### config.mk
export PLATFORM = sky130hd
export DESIGN_NAME = serial_tx
export DESIGN_NICKNAME = d
export VERILOG_FILES = /design/src/rtl/serial_tx_pkg.sv /design/src/rtl/serial_tx_baud_tick.sv /design/src/rtl/serial_tx.sv
export SDC_FILE = /design/constraint.sdc
export NUM_CORES = 1
export LEC_CHECK = 0
export CAP_MARGIN = 20
export CORE_UTILIZATION = 50
export CTS_CLUSTER_DIAMETER = 80
export DETAILED_ROUTE_END_ITERATION = 7
export DONT_BUFFER_PORTS = 1
export PLACE_DENSITY = 0.69
export SLEW_MARGIN = 15
export SYNTH_ARGS = -nofsm -noshare
export SYNTH_HDL_FRONTEND = slang
export SYNTH_SLANG_ARGS = --single-unit
### constraint.sdc
create_clock -name clk -period 3.2 [get_ports clk]
set_input_delay 0.16 -clock clk [delete_from_list [all_inputs] [get_ports clk]]
set_output_delay 0.16 -clock clk [all_outputs]
set_load 0.03 [all_outputs]
### src/rtl/serial_tx_pkg.sv
// Shared definitions for the serial frame path: state encoding and frame
// length helpers, used by serial_tx and the future serial_rx.
package serial_tx_pkg;

    typedef enum logic [2:0] {
        S_IDLE   = 3'd0,
        S_START  = 3'd1,
        S_DATA   = 3'd2,
        S_PARITY = 3'd3,
        S_STOP   = 3'd4
    } tx_state_e;

    // Counter width for a modulus n, never less than one bit.
    function automatic int cnt_w(input int n);
        return (n > 1) ? $clog2(n) : 1;
    endfunction

    // Clocks from the accept edge to the edge that returns to IDLE.
    function automatic int frame_clks(input int data_w, input int cpb, input int par_en);
        return (data_w + 2 + par_en) * cpb;
    endfunction

endpackage

### src/rtl/serial_tx_baud_tick.sv
// Bit-period counter: counts 0..CLKS_PER_BIT-1 and pulses wrap_o on the last
// count. With CLKS_PER_BIT==1 the count stays 0 and wrap_o is always high.
module baud_tick
    import serial_tx_pkg::*;
#(
    parameter int CLKS_PER_BIT = 4
) (
    input  logic clk_i,
    input  logic rst_n_i,
    input  logic clr_i,
    output logic wrap_o
);

    localparam int CW = cnt_w(CLKS_PER_BIT);

    logic [CW-1:0] cnt_q, cnt_d;

    assign wrap_o = (cnt_q == CW'(CLKS_PER_BIT - 1));

    always_comb begin
        cnt_d = cnt_q + CW'(1);
        if (clr_i || wrap_o)
            cnt_d = '0;
    end

    // Falling-edge update, matching the receive-stage flops.
    always_ff @(negedge clk_i) begin
        if (!rst_n_i)
            cnt_q <= '0;
        else
            cnt_q <= cnt_d;
    end

endmodule

### src/rtl/serial_tx.sv
// Parallel-to-serial frame transmitter: start(0), data LSB-first, optional
// even parity, stop(1), each bit held CLKS_PER_BIT clocks. Falling-edge state.
module serial_tx
    import serial_tx_pkg::*;
#(
    parameter int DATA_W       = 8,
    parameter int CLKS_PER_BIT = 4,
    parameter int PARITY_EN    = 0
) (
    input  logic              clk,
    input  logic              rst_n,
    input  logic [DATA_W-1:0] tx_data,
    input  logic              tx_valid,
    output logic              tx_ready,
    output logic              txd,
    output logic              ntxd,
    output logic              busy
);

    localparam int IDX_W = cnt_w(DATA_W);
    localparam logic [IDX_W-1:0] LAST_IDX = IDX_W'(DATA_W - 1);

    tx_state_e         state_q, state_d;
    logic [DATA_W-1:0] shreg_q, shreg_d;
    logic [IDX_W-1:0]  idx_q, idx_d;
    logic              par_q, par_d;
    logic              txd_q, txd_d;
    logic              busy_q, busy_d;
    logic              wrap;

    // Counter is held at 0 while idle so the accept edge starts a fresh bit.
    baud_tick #(.CLKS_PER_BIT(CLKS_PER_BIT)) u_baud (
        .clk_i   (clk),
        .rst_n_i (rst_n),
        .clr_i   (state_q == S_IDLE),
        .wrap_o  (wrap)
    );

    always_comb begin
        state_d = state_q;
        shreg_d = shreg_q;
        idx_d   = idx_q;
        par_d   = par_q;
        case (state_q)
            S_IDLE: begin
                if (tx_valid) begin
                    state_d = S_START;
                    shreg_d = tx_data;
                    par_d   = ^tx_data;
                    idx_d   = '0;
                end
            end
            S_START: begin
                if (wrap)
                    state_d = S_DATA;
            end
            S_DATA: begin
                if (wrap) begin
                    if (idx_q == LAST_IDX) begin
                        state_d = (PARITY_EN != 0) ? S_PARITY : S_STOP;
                    end else begin
                        idx_d   = idx_q + IDX_W'(1);
                        shreg_d = shreg_q >> 1;
                    end
                end
            end
            S_PARITY: begin
                if (wrap)
                    state_d = S_STOP;
            end
            S_STOP: begin
                if (wrap)
                    state_d = S_IDLE;
            end
            default: state_d = S_IDLE;
        endcase

        // Line level is a function of the next state so txd stays registered.
        case (state_d)
            S_START:  txd_d = 1'b0;
            S_DATA:   txd_d = shreg_d[0];
            S_PARITY: txd_d = par_d;
            default:  txd_d = 1'b1;
        endcase
        busy_d = (state_d != S_IDLE);
    end

    always_ff @(negedge clk) begin
        if (!rst_n) begin
            state_q <= S_IDLE;
            shreg_q <= '0;
            idx_q   <= '0;
            par_q   <= 1'b0;
            txd_q   <= 1'b1;
            busy_q  <= 1'b0;
        end else begin
            state_q <= state_d;
            shreg_q <= shreg_d;
            idx_q   <= idx_d;
            par_q   <= par_d;
            txd_q   <= txd_d;
            busy_q  <= busy_d;
        end
    end

    assign tx_ready = (state_q == S_IDLE);
    assign txd      = txd_q;
    assign ntxd     = ~txd_q;
    assign busy     = busy_q;

endmodule
==> flow_metrics.tcl <==
set metrics [dict create \
    synth_simple_gate_area_share 0.210 \
    tritoncts_clock_tree "yes" \
    diodes 0 \
    antenna_violating_nets_post_route 0 \
    clock_insertion_delay_worst_skew_ps 370 \
    synth_compound_area_frac 0.239 \
    sequentialPowerShare 0.431 \
    slew_violations 0 \
    syn-cell-area_um2 941 \
    total_count_of_hold_check_failures_in_the_final_report 0 \
    reg2reg_setup_slack_ps 1300 \
    count_of_hold_fix_buffers_inserted_at_cts 0 \
    ys_ff_latch 19 \
    criticalPathCategory "flop to output pin" \
    grt_pass1_wl_um 2880 \
    postcts_setup_bufs 0 \
    share_of_layout_cells_above_drive_strength_1 0.0756 \
    drv_cap 0 \
    timing.clock.skew_ps 12.1 \
    clock_tree.buffer_depth 2 \
    worst-r2r-cell-count 6 \
    final_routed_wire_length_divided_by_cell_count_um 12.0 \
    syn_nets 115 \
    die-area_mm2 0.00206 \
    peak_supply_drop_v 0.000345 \
    routed_via_density 5.21 \
    run_status "completed" \
    critical_hold_path_startpoint "u_baud.cnt_q[0]" \
    drt-initial-drc-count 7 \
    p_leak_nw 0.465 \
    crit_path_start_kind "flop" \
    critical_path.startpoint "state_q[1]" \
    number_of_warnings_printed_during_yosys_synthesis 0 \
    synth.mux.area_fraction 0 \
    netlist-cell-type-count 30 \
    intPower_uw 438 \
    post_synth_fa_ha_maj_area_fraction 0.0399 \
    fin_nets 134 \
    die-height_um 45.4 \
    synth-xor-area-share 0.0652 \
    final.setup.tns_ps 0 \
    synth_seq_area_share 0.404 \
    combinational_family_with_the_most_area_after_synthesis "compound AO/OA/AOI/OAI gates" \
    cts_buffers 3 \
    largest_net_degree_at_the_start_of_global_routing 19 \
    hold-path-endpoint "u_baud.cnt_q[0]" \
    comb_power_frac 0.100 \
    placementRows 15 \
    gp_congestion 0.736 \
    route.vias.total 750 \
    hold_class "flop to flop" \
    boundaryPins 15 \
    avgSynthCellArea_um2 9.32 \
    worst_hold_path.num_cells 1 \
    worst_ep_arrival_time_ps 2790 \
    cts-resized-gates 0 \
    setup_violations 0 \
    instance_count_after_placement_with_tap_cells_included 122 \
    post_synth_inst_count 101 \
    die_width_um 45.4 \
    r2r_start "idx_q[0]" \
    finalNonFillerCells 144 \
    worst-slew-pin-transition_ps 541 \
    cts.htree.levels 1 \
    numPortBuffers 0 \
    clock_sink_count 19 \
    initial_utilization 0.539 \
    rr_endpoint "idx_q[0]" \
    clockPowerShare 0.469 \
    route.detailed.drc 0 \
    swShare 0.286 \
    cp_max_fo 10 \
    finalWirelength_um 1740 \
    critPathRequiredTime_ps 3040 \
    dp_hpwl_um 1150 \
    clkSlewWorstSetupHoldPaths_ps 40 \
    grt_antenna_before_repair 0 \
    vias_in_the_first_global_route 720 \
    netSwitchingPower_uw 175 \
    grt.overflow.total 0 \
    syn_to_final_growth_pct 14.4 \
    cp-end-kind "output pin" \
    first_pass_iters 4 \
    pwr_density_cell_mw_per_mm2 570 \
    floorplan.core_area_mm2 0.00175 \
    rsz0062_at_grt "false" \
    tot_gr_track_use 0.194 \
    cts_root_buf "sky130_fd_sc_hd__clkbuf_4" \
    max-slew-margin-rel 0.639 \
]
area by class of cell:
class	count	area [um^2]
multi-input cells	74	522
clock buffers	3	22.5
well taps	25	31.3
inverters	1	3.75
flip-flops and latches	19	380
clock inverters	20	101
repair buffers	2	15.0
fillers	164	669
power by group through the flow:
stage	clock [mW]	sequential [mW]	combinational [mW]
finish	0.287	0.264	0.0615
global route	0.327	0.265	0.0689
CTS	0.303	0.264	0.0620
detailed placement	0.0383	0.268	0.0616
global placement	0.0383	0.268	0.0599
floorplan	0.0383	0.263	0.0567
critical path, stage by stage, from the launching register on:
cell,delay [ps]
sky130_fd_sc_hd__dfxtp_1,400
sky130_fd_sc_hd__nor3_1,220
sky130_fd_sc_hd__buf_4,200
sequential cells by signal, indices dropped and copies added (netlist names):
| name | flops |
|---|---|
| state_q | 3 |
| shreg_q | 8 |
| busy | 1 |
| txd | 1 |
| u_baud.cnt_q | 2 |
| par_q | 1 |
| idx_q | 3 |
metrics by stage:
step	util	total power [mW]	cell area, um^2	setup WS, ps	hold slack [ps]
after floorplan	-	0.358	941	200	408
after global placement	0.548	0.366	956	508	417
after detailed placement	0.548	0.368	956	475	429
after CTS	0.616	0.629	1080	236	434
after global routing	0.616	0.661	1080	157	458
final	0.616	0.613	1080	249	430
cell usage in the layout, fill, tap and decap left out, types with 3 or more instances in the layout:
cell type | netlist | routed
sky130_fd_sc_hd__nor2_1 | 4 | 4
sky130_fd_sc_hd__nand2b_1 | 3 | 3
sky130_fd_sc_hd__dfxtp_1 | 19 | 19
sky130_fd_sc_hd__inv_1 | 2 | 20
sky130_fd_sc_hd__a22oi_1 | 7 | 7
sky130_fd_sc_hd__o21a_1 | 3 | 3
sky130_fd_sc_hd__xnor2_1 | 7 | 7
sky130_fd_sc_hd__ha_1 | 3 | 3
sky130_fd_sc_hd__nand2_1 | 11 | 11
sky130_fd_sc_hd__clkbuf_4 | 0 | 3
sky130_fd_sc_hd__a21boi_0 | 8 | 8
sky130_fd_sc_hd__nor2b_1 | 3 | 3
sky130_fd_sc_hd__a21oi_1 | 6 | 6
worst max path at each step:
stage,end,slack (ps)
after detailed placement,idx_q[0],480
after global placement,txd,510
final,tx_ready,250
after floorplan,tx_ready,200
after global routing,tx_ready,160
after CTS,tx_ready,240
routing by layer:
layer  track usage  up-vias  routed length [um]
li1              -      395                   -
met1         0.258      340                 849
met2         0.249       15                 811
met3         0.107        0                  75
met4        0.0909        0                   0
met5             0        -                   0
synth_stat cells:
| cell type | n | share of area |
|---|---|---|
| sky130_fd_sc_hd__a21boi_1 | 1 | 0.0080 |
| sky130_fd_sc_hd__inv_1 | 2 | 0.0080 |
| sky130_fd_sc_hd__a2bb2oi_1 | 1 | 0.0093 |
| sky130_fd_sc_hd__nor4b_4 | 1 | 0.025 |
| sky130_fd_sc_hd__buf_2 | 4 | 0.021 |
| sky130_fd_sc_hd__buf_4 | 1 | 0.0080 |
| sky130_fd_sc_hd__and2_0 | 1 | 0.0067 |
| sky130_fd_sc_hd__or3b_1 | 1 | 0.0093 |
| sky130_fd_sc_hd__o211ai_1 | 2 | 0.016 |
| sky130_fd_sc_hd__nor2b_1 | 3 | 0.020 |
| sky130_fd_sc_hd__nor4b_1 | 2 | 0.019 |
| sky130_fd_sc_hd__ha_1 | 3 | 0.040 |
| sky130_fd_sc_hd__o21ai_0 | 2 | 0.011 |
| sky130_fd_sc_hd__nor3b_2 | 1 | 0.013 |
| sky130_fd_sc_hd__nand3b_1 | 1 | 0.0080 |
| sky130_fd_sc_hd__nand2b_1 | 3 | 0.020 |
| sky130_fd_sc_hd__clkbuf_1 | 1 | 0.0040 |
| sky130_fd_sc_hd__a21boi_0 | 8 | 0.064 |
| sky130_fd_sc_hd__o21a_1 | 3 | 0.024 |
| sky130_fd_sc_hd__nor3_1 | 2 | 0.011 |
| sky130_fd_sc_hd__nor3b_1 | 1 | 0.0080 |
| sky130_fd_sc_hd__a22oi_1 | 7 | 0.056 |
| sky130_fd_sc_hd__nor4bb_1 | 1 | 0.011 |
| sky130_fd_sc_hd__dfxtp_1 | 19 | 0.40 |
| sky130_fd_sc_hd__a21oi_2 | 1 | 0.0093 |
| sky130_fd_sc_hd__a21oi_1 | 6 | 0.032 |
| sky130_fd_sc_hd__nand2_1 | 11 | 0.044 |
| sky130_fd_sc_hd__xnor2_1 | 7 | 0.065 |
| sky130_fd_sc_hd__a32o_1 | 1 | 0.011 |
| sky130_fd_sc_hd__nor2_1 | 4 | 0.016 |
logic make-up (layout without fill, tap and decap cells):
logic type,Yosys count,in the layout
DFF,19,19
AOI/OAI and AO/OA,32,32
and+or+nand+nor,32,32
adders and majority gates,3,3
xor gates and xnor gates,7,7
buffers and inverters,8,26
Power figures use the tool's default switching activity.
